$ cat src/rtl/change_pulse_gen_if.sv
// Signal bundle between the raw-level source and change_pulse_gen.
// CHANGE_GEN_PULSE_CNT_EN adds the pulse_cnt / cnt_clr pair.
interface change_pulse_gen_if #(
    parameter int RPT_W = 16
);
    logic             raw_in;
    logic [1:0]       edge_sel;
    logic             hold_en;
    logic [RPT_W-1:0] rpt_period;
    logic             change;
    logic             level;
    logic             busy;
`ifdef CHANGE_GEN_PULSE_CNT_EN
    logic             cnt_clr;
    logic [15:0]      pulse_cnt;

    modport master (
        output raw_in, edge_sel, hold_en, rpt_period, cnt_clr,
        input  change, level, busy, pulse_cnt
    );
    modport slave (
        input  raw_in, edge_sel, hold_en, rpt_period, cnt_clr,
        output change, level, busy, pulse_cnt
    );
`else
    modport master (
        output raw_in, edge_sel, hold_en, rpt_period,
        input  change, level, busy
    );
    modport slave (
        input  raw_in, edge_sel, hold_en, rpt_period,
        output change, level, busy
    );
`endif
endinterface

$ cat src/rtl/change_pulse_gen.sv
// Synchroniser + debounce FSM + edge select + auto-repeat producing one-cycle change strobes.
// Define CHANGE_GEN_PULSE_CNT_EN to add the saturating pulse_cnt output and its cnt_clr input.
module change_pulse_gen #(
    parameter int DEB_W      = 8,
    parameter int DEB_CYCLES = 100,
    parameter int RPT_W      = 16
) (
    input logic              clk,
    input logic              rst_n,
    change_pulse_gen_if.slave bus
);
    typedef enum logic {ST_STABLE, ST_CHECK} state_t;

    localparam logic [DEB_W-1:0] DEB_LAST = DEB_W'(DEB_CYCLES - 1);

    state_t           state_q, state_d;
    logic [DEB_W-1:0] cnt_q, cnt_d;
    logic             level_q, level_d;
    logic             sync1_q, sync2_q;
    logic [RPT_W-1:0] rpt_q, rpt_d;
    logic             change_q, change_d;
    logic             accept;
    logic             rise_ok, fall_ok;
    logic             deb_strobe, rpt_on, rpt_fire;

    always_ff @(posedge clk or negedge rst_n) begin
        if (!rst_n) begin
            state_q  <= ST_STABLE;
            cnt_q    <= '0;
            level_q  <= 1'b0;
            sync1_q  <= 1'b0;
            sync2_q  <= 1'b0;
            rpt_q    <= '0;
            change_q <= 1'b0;
        end else begin
            state_q  <= state_d;
            cnt_q    <= cnt_d;
            level_q  <= level_d;
            sync1_q  <= bus.raw_in;
            sync2_q  <= sync1_q;
            rpt_q    <= rpt_d;
            change_q <= change_d;
        end
    end

    always_comb begin
        state_d = state_q;
        cnt_d   = cnt_q;
        level_d = level_q;
        accept  = 1'b0;
        case (state_q)
            ST_STABLE: begin
                if (sync2_q != level_q) begin
                    state_d = ST_CHECK;
                    cnt_d   = DEB_W'(1);
                end
            end
            ST_CHECK: begin
                if (sync2_q == level_q) begin
                    state_d = ST_STABLE;
                    cnt_d   = '0;
                end else if (cnt_q == DEB_LAST) begin
                    accept  = 1'b1;
                    level_d = ~level_q;
                    state_d = ST_STABLE;
                    cnt_d   = '0;
                end else begin
                    cnt_d = cnt_q + DEB_W'(1);
                end
            end
            default: begin
                state_d = ST_STABLE;
                cnt_d   = '0;
            end
        endcase
    end

    // Repeat runs off the pre-update level; a simultaneous debounce strobe and
    // repeat expiry collapse into a single registered strobe.
    always_comb begin
        rise_ok    = (bus.edge_sel == 2'b00) || (bus.edge_sel == 2'b10);
        fall_ok    = (bus.edge_sel == 2'b01) || (bus.edge_sel == 2'b10);
        deb_strobe = accept && (level_d ? rise_ok : fall_ok);
        rpt_on     = level_q && bus.hold_en && (bus.rpt_period != '0) && rise_ok;
        rpt_fire   = rpt_on && (rpt_q == bus.rpt_period - RPT_W'(1));
        if (accept || !rpt_on || rpt_fire)
            rpt_d = '0;
        else
            rpt_d = rpt_q + RPT_W'(1);
        change_d = deb_strobe || rpt_fire;
    end

    assign bus.change = change_q;
    assign bus.level  = level_q;
    assign bus.busy   = (state_q == ST_CHECK);

`ifdef CHANGE_GEN_PULSE_CNT_EN
    logic [15:0] pulse_cnt_q;

    // Counts on change_d so the count moves on the same edge the strobe appears.
    always_ff @(posedge clk or negedge rst_n) begin
        if (!rst_n)
            pulse_cnt_q <= '0;
        else if (bus.cnt_clr)
            pulse_cnt_q <= '0;
        else if (change_d && (pulse_cnt_q != 16'hFFFF))
            pulse_cnt_q <= pulse_cnt_q + 16'd1;
    end

    assign bus.pulse_cnt = pulse_cnt_q;
`endif
endmodule
$ cat src/flat_wrapper.sv
// flat-port wrapper written by rule: the top's interface ports become plain ports
module change_pulse_gen_flat 
#(
    parameter int DEB_W      = 8,
    parameter int DEB_CYCLES = 100,
    parameter int RPT_W      = 16
)
  (clk, rst_n, bus_raw_in, bus_edge_sel, bus_hold_en, bus_rpt_period, bus_change, bus_level, bus_busy);
  change_pulse_gen_if #(.RPT_W(RPT_W)) bus_i ();
  input logic clk;
  input logic rst_n;
  input wire logic [$bits(bus_i.raw_in)-1:0] bus_raw_in;
  input wire logic [$bits(bus_i.edge_sel)-1:0] bus_edge_sel;
  input wire logic [$bits(bus_i.hold_en)-1:0] bus_hold_en;
  input wire logic [$bits(bus_i.rpt_period)-1:0] bus_rpt_period;
  output wire logic [$bits(bus_i.change)-1:0] bus_change;
  output wire logic [$bits(bus_i.level)-1:0] bus_level;
  output wire logic [$bits(bus_i.busy)-1:0] bus_busy;
  assign bus_i.raw_in = bus_raw_in;
  assign bus_i.edge_sel = bus_edge_sel;
  assign bus_i.hold_en = bus_hold_en;
  assign bus_i.rpt_period = bus_rpt_period;
  assign bus_change = bus_i.change;
  assign bus_level = bus_i.level;
  assign bus_busy = bus_i.busy;
  change_pulse_gen #(.DEB_W(DEB_W), .DEB_CYCLES(DEB_CYCLES), .RPT_W(RPT_W)) u_core (.clk(clk), .rst_n(rst_n), .bus(bus_i));
endmodule
$ cat config.mk
export PLATFORM = sky130hd
export DESIGN_NAME = change_pulse_gen_flat
export DESIGN_NICKNAME = d
export VERILOG_FILES = /design/src/rtl/change_pulse_gen_if.sv /design/src/rtl/change_pulse_gen.sv /design/src/flat_wrapper.sv
export SDC_FILE = /design/constraint.sdc
export NUM_CORES = 1
export LEC_CHECK = 0
export ABC_AREA = 1
export BUFFER_PORTS_ARGS = -buffer_cell sky130_fd_sc_hd__buf_4
export CORE_MARGIN = 5
export CORE_UTILIZATION = 25
export DETAILED_ROUTE_END_ITERATION = 8
export PLACE_DENSITY_LB_ADDON = 0.12
export SLEW_MARGIN = 30
export SYNTH_ARGS = -nofsm -noshare
export SYNTH_HDL_FRONTEND = slang
export SYNTH_SLANG_ARGS = --single-unit
export TNS_END_PERCENT = 10
$ cat constraint.sdc
create_clock -name clk -period 3 [get_ports clk]
set_input_delay 0.15 -clock clk [delete_from_list [all_inputs] [get_ports clk]]
set_output_delay 0.15 -clock clk [all_outputs]
set_load 0.05 [all_outputs]
After elaboration in Yosys (flattened, before gate mapping) --
Index checks and enable logic that the tools add are counted.
Operators by class: add/subtract/negate cells 3, equal/unequal tests 7, mux-type cells 16, bitwise operators 2, reductions and logical operators 13
Operators by type and width (count):
- 2-to-1 mux 8 bit | 3
- adder 16 x 1 -> 16 bit (second input constant) | 1
- equality test 16 bit | 1
- 2-to-1 mux 16 bit | 1
- one-hot mux 8 bit (2 select lines) | 1
- nonzero test 16 bit | 1
- subtractor 16 x 1 -> 16 bit (second input constant) | 1
- 2-to-1 mux 1 bit | 10
- adder 8 x 1 -> 8 bit (second input constant) | 1
- equality test 8 x 7 -> 1 bit (second input constant) | 1
- logical AND 1 bit | 5
- logical OR 1 bit | 5
- equality test 2 x 1 -> 1 bit (second input constant) | 1
- equality test 2 bit (second input constant) | 1
- zero test 2 bit | 1
- inequality test 2 x 1 -> 1 bit (second input constant) | 1
- inverter 1 bit | 2
- one-hot mux 1 bit (2 select lines) | 1
- equality test 1 bit | 1
- zero test 1 bit | 1
- inequality test 1 bit | 1
Word-level totals: register bits 29, output and inout bits 3

Depth between registers and ports, before layout --
Gate-level depths: netlist of the first run.
depth after elaboration 7, mapped depth 15, gate-level depth less buffers 14

Worst setup path after synthesis of the first run --
OpenSTA, ideal clock, no wires.
path type reg2reg, start point register u_core.level_q (netlist: u_core.bus.level), end point register u_core.rpt_q[10], data arrival time 1.552 ns, required time 2.880 ns, path slack 1.328 ns, cell stages (with the launch flop) 11, buffers on the path 1, cell sequence dfrtp_1 > nand2_1 > nor2_1 > nand2_1 > nor2_1 > nand3_1 > nor2_1 > nand3_2 > nand2_4 > buf_6 > nor2_1
On the way: word-level cells in the longest chain between the ends 7, elaborated cells on any way between the ends 11
Ends and longest elaborated chain:
- from (decl) | RTL line change_pulse_gen.sv:18 | logic level_q, level_d;
- from (signal assigned) | RTL line change_pulse_gen.sv:38 | level_q <= level_d;
- parallel branches: the longest is 5 deep, another holds equality test 1 bit
- logical OR 1 bit (*) | RTL line change_pulse_gen.sv:86 | if (accept || !rpt_on || rpt_fire)
- 2-to-1 mux 16 bit (*) | RTL line change_pulse_gen.sv:86
- via u_core.rpt_d[10] | RTL line change_pulse_gen.sv:20 | logic [RPT_W-1:0] rpt_q, rpt_d;
- to (signal assigned) | RTL line change_pulse_gen.sv:41 | rpt_q <= rpt_d;
- to (decl) | RTL line change_pulse_gen.sv:20
Mark *: on every way through the listed nets, which the timed path passes. A chain may end at the register's enable or synchronous reset.

Worst setup path after layout of the first run --
start point register u_core.cnt_q[0], end point register u_core.rpt_q[13]
On the way: word-level cells in the longest chain between the ends 7
Ends and longest elaborated chain:
- from (decl) | RTL line change_pulse_gen.sv:17 | logic [DEB_W-1:0] cnt_q, cnt_d;
- from (signal assigned) | RTL line change_pulse_gen.sv:37 | cnt_q <= cnt_d;
- equality test 8 x 7 -> 1 bit | RTL line change_pulse_gen.sv:62 | end else if (cnt_q == DEB_LAST) begin
- 2-to-1 mux 1 bit | RTL line change_pulse_gen.sv:62
- 2-to-1 mux 1 bit | RTL line change_pulse_gen.sv:59 | if (sync2_q == level_q) begin
- 2-to-1 mux 1 bit | RTL line change_pulse_gen.sv:51 | case (state_q)
- logical OR 1 bit (2 in series) | RTL line change_pulse_gen.sv:86
- 2-to-1 mux 16 bit | RTL line change_pulse_gen.sv:86
- via u_core.rpt_d[13] | RTL line change_pulse_gen.sv:20
The timed path passes the listed nets, and every way through them passes these cells.

==> metrics.cfg, run 1 <==
[outcome]
outcome=complete, no violations

[critical_path]
crit_required_ns=3.16
critPathSlowestCell=dfrtp_1
cp_cell_sequence=ha_1, inv_1, nor2_1, nand3_1, nor2_1, inv_1, nor2_1, nor2_1, nand2_4, nor2_1
crit_family=simple AND/OR/NAND/NOR gates
cp_max_fo=16
crit_buf_inv=2
rr_worst_depth=10
max_stage_delay_ns=0.40
cp.depth=10
path_class=reg -> reg
cp_common_cell=nor2_1
arrival_ns=1.95
end_kind=flip-flop
cp-start-kind=flip-flop

[sta]
setup_tns_ns=0
rsz0062_at_grt=false
max_slew_margin=0.6815
slew_violations=0
worst_slew_pin_slew_ns=0.4743
setup-violations-final=0
fin_ws_ns=1.203
period_needed_ns=1.797
period_share=0.5990
clock.fmax_mhz=556.5
hold_violations=0
finalClockSkew_ns=0.005573

[synthesis]
synthFlopType=dfrtp_1
synth_fa_ha_area_frac=0.03546
synth_top_family_by_area=simple AND/OR/NAND/NOR gates
synthCells=305
yosys_warnings=0
yosys.area_share.simple=0.3664
ys_async_sr_fraction=1.000
synth-seq-area-share=0.3428
synth_area_sq_um=2117
synthMuxAreaShare=0
synth_nets=333
synth_top_area_frac=0.3428
synth.avg_cell_area_sq_um=6.941
synth_cell_type_count=27
synth_compound_area_frac=0.04019
synthTopCellsByArea=dfrtp_1 34%, nand2_1 14%, nor2_1 8.7%, inv_1 8.2%, xor2_1 7.9%
synth_xor_area_frac=0.1283
ys_ff_latch=29
synth_edf_count=0
yosysMostFrequentCell=nand2_1
synth_largest_area_cell=dfrtp_1
synth_common_cells=80 x nand2_1, 49 x nor2_1, 46 x inv_1, 29 x dfrtp_1, 23 x nand3_1

[global_route]
grt_pass1_wl_microns=8638
antenna_found_initial=0
grt_max_degree=30
grt_pass1_vias=1881
overflow=0
track_usage=0.1057

[die]
io_pins=25
fp.dieW_microns=102.0
initial_utilization=0.2577
std_cell_rows=33
dieArea_sq_um=10410
coreArea_sq_um=8217
die_y_microns=102.0

[detailed_routing]
drt_drc_violations_left=0
wl_per_cell_microns=11.60
ant_nets=0
vias_per_cell=4.316
dr.pass1.iters=4
drtIter0Drc=47
routed_wl_microns=5140
via_count=1912

[cells_and_area]
drive_above_1_share=0.1183
syn_to_final_growth_pct=19.92
postLayoutCoreUtil=0.3090
final_cells=443
antenna_cells=0
layout.nets=365
fill_cells=930

[placement]
place_congestion=0.7685
dpl.cell_count=433
pre_cts_slack_ns=1.085
io_buffers=24
hpwl_microns=4204

[pwr]
power_density_nw_per_um2=343.4
total_power_uw=871.7
leakagePower_nw=1.168
max-vdd-ir-drop_v=0.0002187

[cts]
numCtsBuffers=5
clock_path_buffers=2
cts-resized-gates=0
path_clk_slew_ns=0.06
worstSkewPairLatency_ns=0.27
cts_tree=yes
cts.sinks=29
h-tree-depth=2
cts_root_buf=clkbuf_8

[min_path]
hold_class=in -> async

[run]
drv_cap=0

==> kinds of logic (layout without fill, tap and decap cells) <==
group / after synthesis / after routing
compound gates: 14 / 14
xor+xnor: 31 / 31
fa+ha+maj: 6 / 6
buf+inv: 47 / 80
flops: 29 / 29
simple gates: 178 / 178
==> final cells by class <==
cell class / count / area (sq um) / share of cell area
multi-input combinational: 229 / 1207 / 0.4756
sequential: 29 / 725.7 / 0.2859
timing repair buffer: 26 / 200.2 / 0.07886
inverter: 46 / 172.7 / 0.06801
tap: 105 / 131.4 / 0.05175
clock buffer: 7 / 96.34 / 0.03795
clock inverter: 1 / 5.005 / 0.001971
==> what timing repair did <==
item / CTS / global route
hold buffers: 2 / 0
endpoints found under the setup margin: 0 / 0
setup buffers: 0 / 0
endpoints found under the hold margin: 30 / 0
==> layer usage <==
metal | vias up | share of wire | global-route usage
met5 | - | 0 | 0
met1 | 856 | 0.51 | 0.1416
met4 | 0 | 0.013 | 0.04642
met3 | 6 | 0.043 | 0.01911
li1 | 1017 | - | -
met2 | 33 | 0.43 | 0.1664
==> placed cells by master, fill, tap and decap left out <==
master	synthesis	routed
nand4_1	5	5
clkbuf_8	0	7
nand2_2	1	1
ha_1	6	6
clkinv_2	0	1
nor3b_2	1	1
buf_4	0	24
nor2_1	49	49
nand3_2	1	1
o211ai_1	1	1
o21bai_1	1	1
o21ai_0	3	3
a32o_1	1	1
nand3b_1	1	1
dfrtp_1	29	29
o22ai_1	4	4
nor3_1	9	9
xnor2_1	12	12
nor4_1	3	3
inv_1	46	46
nor2_4	1	1
a21oi_1	2	2
nand2_4	1	1
o21ai_1	2	2
xor2_1	19	19
dlygate4sd3_1	0	2
nor2_2	2	2
nand2_1	80	80
nor3_2	1	1
nand3_1	23	23
==> final timing paths <==
kind	from	to	slack, ns
setup / recovery	u_core.cnt_q[0]	u_core.rpt_q[13]	1.20
hold / removal	rst_n	u_core.cnt_q[5]	0.33
setup reg to reg	u_core.cnt_q[0]	u_core.rpt_q[13]	1.20
hold reg to reg	u_core.sync1_q	u_core.sync2_q	0.35
max in group asynchronous	rst_n	u_core.bus.change	2.38
min in group clk	u_core.sync1_q	u_core.sync2_q	0.35
==> worst register-to-register path: cells and delay by family (launching register included) <==
family | cells | cell delay (ns)
simple gates | 7 | 0.92
flops | 1 | 0.40
fa+ha+maj | 1 | 0.23
buf+inv | 2 | 0.13
==> flip-flops by register name, indices dropped and copies added (netlist names) <==
name,flops
u_core.bus.busy,1
u_core.bus.change,1
u_core.bus.level,1
u_core.cnt_q,8
u_core.rpt_q,16
u_core.sync1_q,1
u_core.sync2_q,1
==> power by group <==
part	leakage (nW)	total (mW)	switching (mW)	internal, mW
Sequential	0.395	0.404	0.00599	0.398
Combinational	0.719	0.113	0.0652	0.0481
Clock	0.0542	0.355	0.148	0.207
Total	1.17	0.872	0.219	0.653
==> stage by stage <==
| step | hold slack, ns | instance area (sq um) |
|---|---|---|
| after floorplan | -0.1456 | 2117 |
| after global placement | 0.1052 | 2417 |
| after detailed placement | 0.1076 | 2417 |
| after CTS | 0.3411 | 2539 |
| after global routing | 0.3768 | 2539 |
| final | 0.3310 | 2539 |
Power figures use the tool's default switching activity.
==> run 2, diff against run 1 <==
==> constraint.sdc (replaced) <==
create_clock -name clk -period 1.7 [get_ports clk]
set_input_delay 0.085 -clock clk [delete_from_list [all_inputs] [get_ports clk]]
set_output_delay 0.085 -clock clk [all_outputs]
set_load 0.05 [all_outputs]
==> metrics.cfg, run 2 (synthesis gave the netlist of run 1 again) <==
[critical_path]
max_stage_delay_ns=0.40  ; about the same
critPathSlowestCell=dfrtp_1
reg2reg_to=u_core.rpt_q[6]
rrSetupSlack_ns=0.04  ; -1.16 ns
r2r_start=u_core.rpt_q[4]
crit_family=simple AND/OR/NAND/NOR gates
rr_worst_depth=11  ; +1
cp_cell_sequence=buf_6, nand2_4, nand3_2, nand2_1, nand2_1, nor2_2, nand2_1, nor3_2, nand3_2, nand2_4, nor2_1
crit_required_ns=1.87  ; -1.29 ns
crit_buf_inv=1  ; -1
cp-start-kind=flip-flop
cp_max_fo=8  ; -8
arrival_ns=1.83  ; -0.12 ns
end_kind=flip-flop
cp_common_cell=nand2_1
path_class=reg -> reg

[sta]
hold_ws_ns=0.2531  ; -0.07787 ns
period_share=0.9742  ; +0.3752
finalClockSkew_ns=0.01199  ; +0.006421 ns
setup-violations-final=0  ; unchanged
hold_violations=0  ; unchanged
period_needed_ns=1.656  ; -0.1409 ns
clock.fmax_mhz=603.8  ; +8.5%
setup_tns_ns=0  ; unchanged
max_slew_margin=0.7368  ; +0.05534
worst_slew_pin_slew_ns=0.3911  ; -0.08321 ns
rsz0062_at_grt=true
fin_ws_ns=0.04378  ; -1.159 ns
slew_violations=0  ; unchanged

[cells_and_area]
largest_reg_flops=16  ; unchanged
mostFrequentLayoutCells=77 x nand2_1, 50 x buf_4, 45 x nor2_1
regMostFlops=u_core.rpt_q
regArea_sq_um=725.7  ; unchanged
multi_input_area_sq_um=1272  ; +5.4%
final_common_cell=nand2_1
fill_cells=916  ; -1.5%
syn_to_final_growth_pct=33.27
layout.nets=394  ; +7.9%
antenna_cells=0  ; unchanged
drive_above_1_share=0.2262  ; +0.1078
largest_registers=u_core.rpt_q (16), u_core.cnt_q (8)
final_cells=472  ; +6.5%
fin_area_sq_um=2821  ; +11%

[min_path]
hold_class=in -> reg
worstHoldPathCells=5
min_from=bus_edge_sel[1]
min_to=u_core.bus.change

[global_route]
grt_pass1_vias=2053  ; +9.1%
overflow=0  ; unchanged
grt_pass1_wl_microns=9446  ; +9.4%
track_usage=0.1159  ; +0.01026
grt_max_degree=30  ; unchanged
antenna_found_initial=0  ; unchanged

[placement]
pre_cts_slack_ns=-0.1610  ; -1.246 ns
dpl-instance-area_sq_um=2605  ; +7.8%
hpwl_microns=4348  ; +3.4%
io_buffers=24  ; unchanged
place_congestion=0.7874  ; +2.5%
dpl.cell_count=458  ; +5.8%

[pwr]
max-vdd-ir-drop_v=0.0005078  ; +130%
switchingPower_uw=402.9  ; +84%
p_seq_frac=0.452  ; -0.011
power_density_nw_per_um2=556.4  ; +62%
p_comb_frac=0.143  ; +0.013
p_int_mw=1.167  ; +79%
p_clk_frac=0.406  ; about the same
swShare=0.2567  ; +0.005700
leakagePower_nw=1.334  ; +14%

[detailed_routing]
vias_per_cell=4.297  ; -0.45%
wl_per_cell_microns=11.72  ; +1.0%
ant_nets=0  ; unchanged
dr.pass1.iters=4  ; unchanged
drtIter0Drc=82  ; +74%
routed_wl_microns=5531  ; +7.6%
via_count=2028  ; +6.1%
drt_drc_violations_left=0  ; unchanged

[outcome]
outcome=complete, no violations

[cts]
clock_path_buffers=2  ; unchanged
cts_root_buf=clkbuf_8
path_clk_slew_ns=0.07  ; about the same
numCtsBuffers=5  ; unchanged
worstSkewPairLatency_ns=0.28  ; about the same
cts_tree=yes
cts.sinks=29  ; unchanged
h-tree-depth=2  ; unchanged

[die]
dieArea_sq_um=10410  ; unchanged
std_cell_rows=33  ; unchanged
fp.dieW_microns=102.0  ; unchanged
coreArea_sq_um=8217  ; unchanged
die_y_microns=102.0  ; unchanged
io_pins=25  ; unchanged
initial_utilization=0.2577  ; unchanged

[run]
drv_cap=0  ; unchanged

==> run 2: worst max-delay path by stage <==
stage / end / from / cells after the start
floorplan: u_core.rpt_q[14] / u_core.bus.level / 10
global placement: u_core.rpt_q[12] / bus_rpt_period[1] / 14
detailed placement: u_core.rpt_q[12] / bus_rpt_period[0] / 14
CTS: u_core.rpt_q[6] / u_core.rpt_q[4] / 11
global route: u_core.rpt_q[2] / u_core.rpt_q[4] / 11
finish: u_core.rpt_q[6] / u_core.rpt_q[4] / 11
==> run 2: layer usage <==
layer	vias up	global-route usage	routed length [microns]
met4	0	0.03633	74
met3	5	0.02321	226
met1	910	0.1580	2834
met5	-	0	0
met2	32	0.1849	2396
li1	1081	-	-
==> run 2: worst reg2reg max path: cells and delay by family (launching register included) <==
family,cells,cell delay (ns)
buf+inv,1,0.13
flops,1,0.40
simple gates,10,1.03
==> run 2: what timing repair did <==
item / in CTS / in global routing
gates resized for setup: 10 / 8
hold buffers: 2 / 0
setup buffers: 1 / 3
pin swaps: 11 / 4
endpoints found under the hold margin: 30 / 0
endpoints found under the setup margin: 16 / 19
cloned: 1 / 0
==> run 2: area by class of cell <==
cell class | count | share of cell area
clock inverters | 1 | 0.001774
clock buffers | 7 | 0.03415
flip-flops and latches | 29 | 0.2572
multi-input cells | 230 | 0.4510
inverters | 46 | 0.06120
repair buffers | 54 | 0.1481
well taps | 105 | 0.04656
==> run 2: per-stage QoR <==
| step | power [mW] | util |
|---|---|---|
| finish | 1.570 | 0.3434 |
| global route | 1.666 | 0.3434 |
| CTS | 1.601 | 0.3371 |
| global placement | 0.9392 | 0.3170 |
| floorplan | 0.8299 | - |
| detailed placement | 0.9410 | 0.3170 |
==> run 2: power by group through the flow <==
stage               Clock [mW]  Sequential, mW  Combinational (mW)
global placement             0           0.722               0.217
finish                   0.637           0.709               0.224
CTS                      0.666           0.709               0.226
global route             0.699           0.710               0.258
detailed placement           0           0.722               0.219
floorplan                    0           0.728               0.102
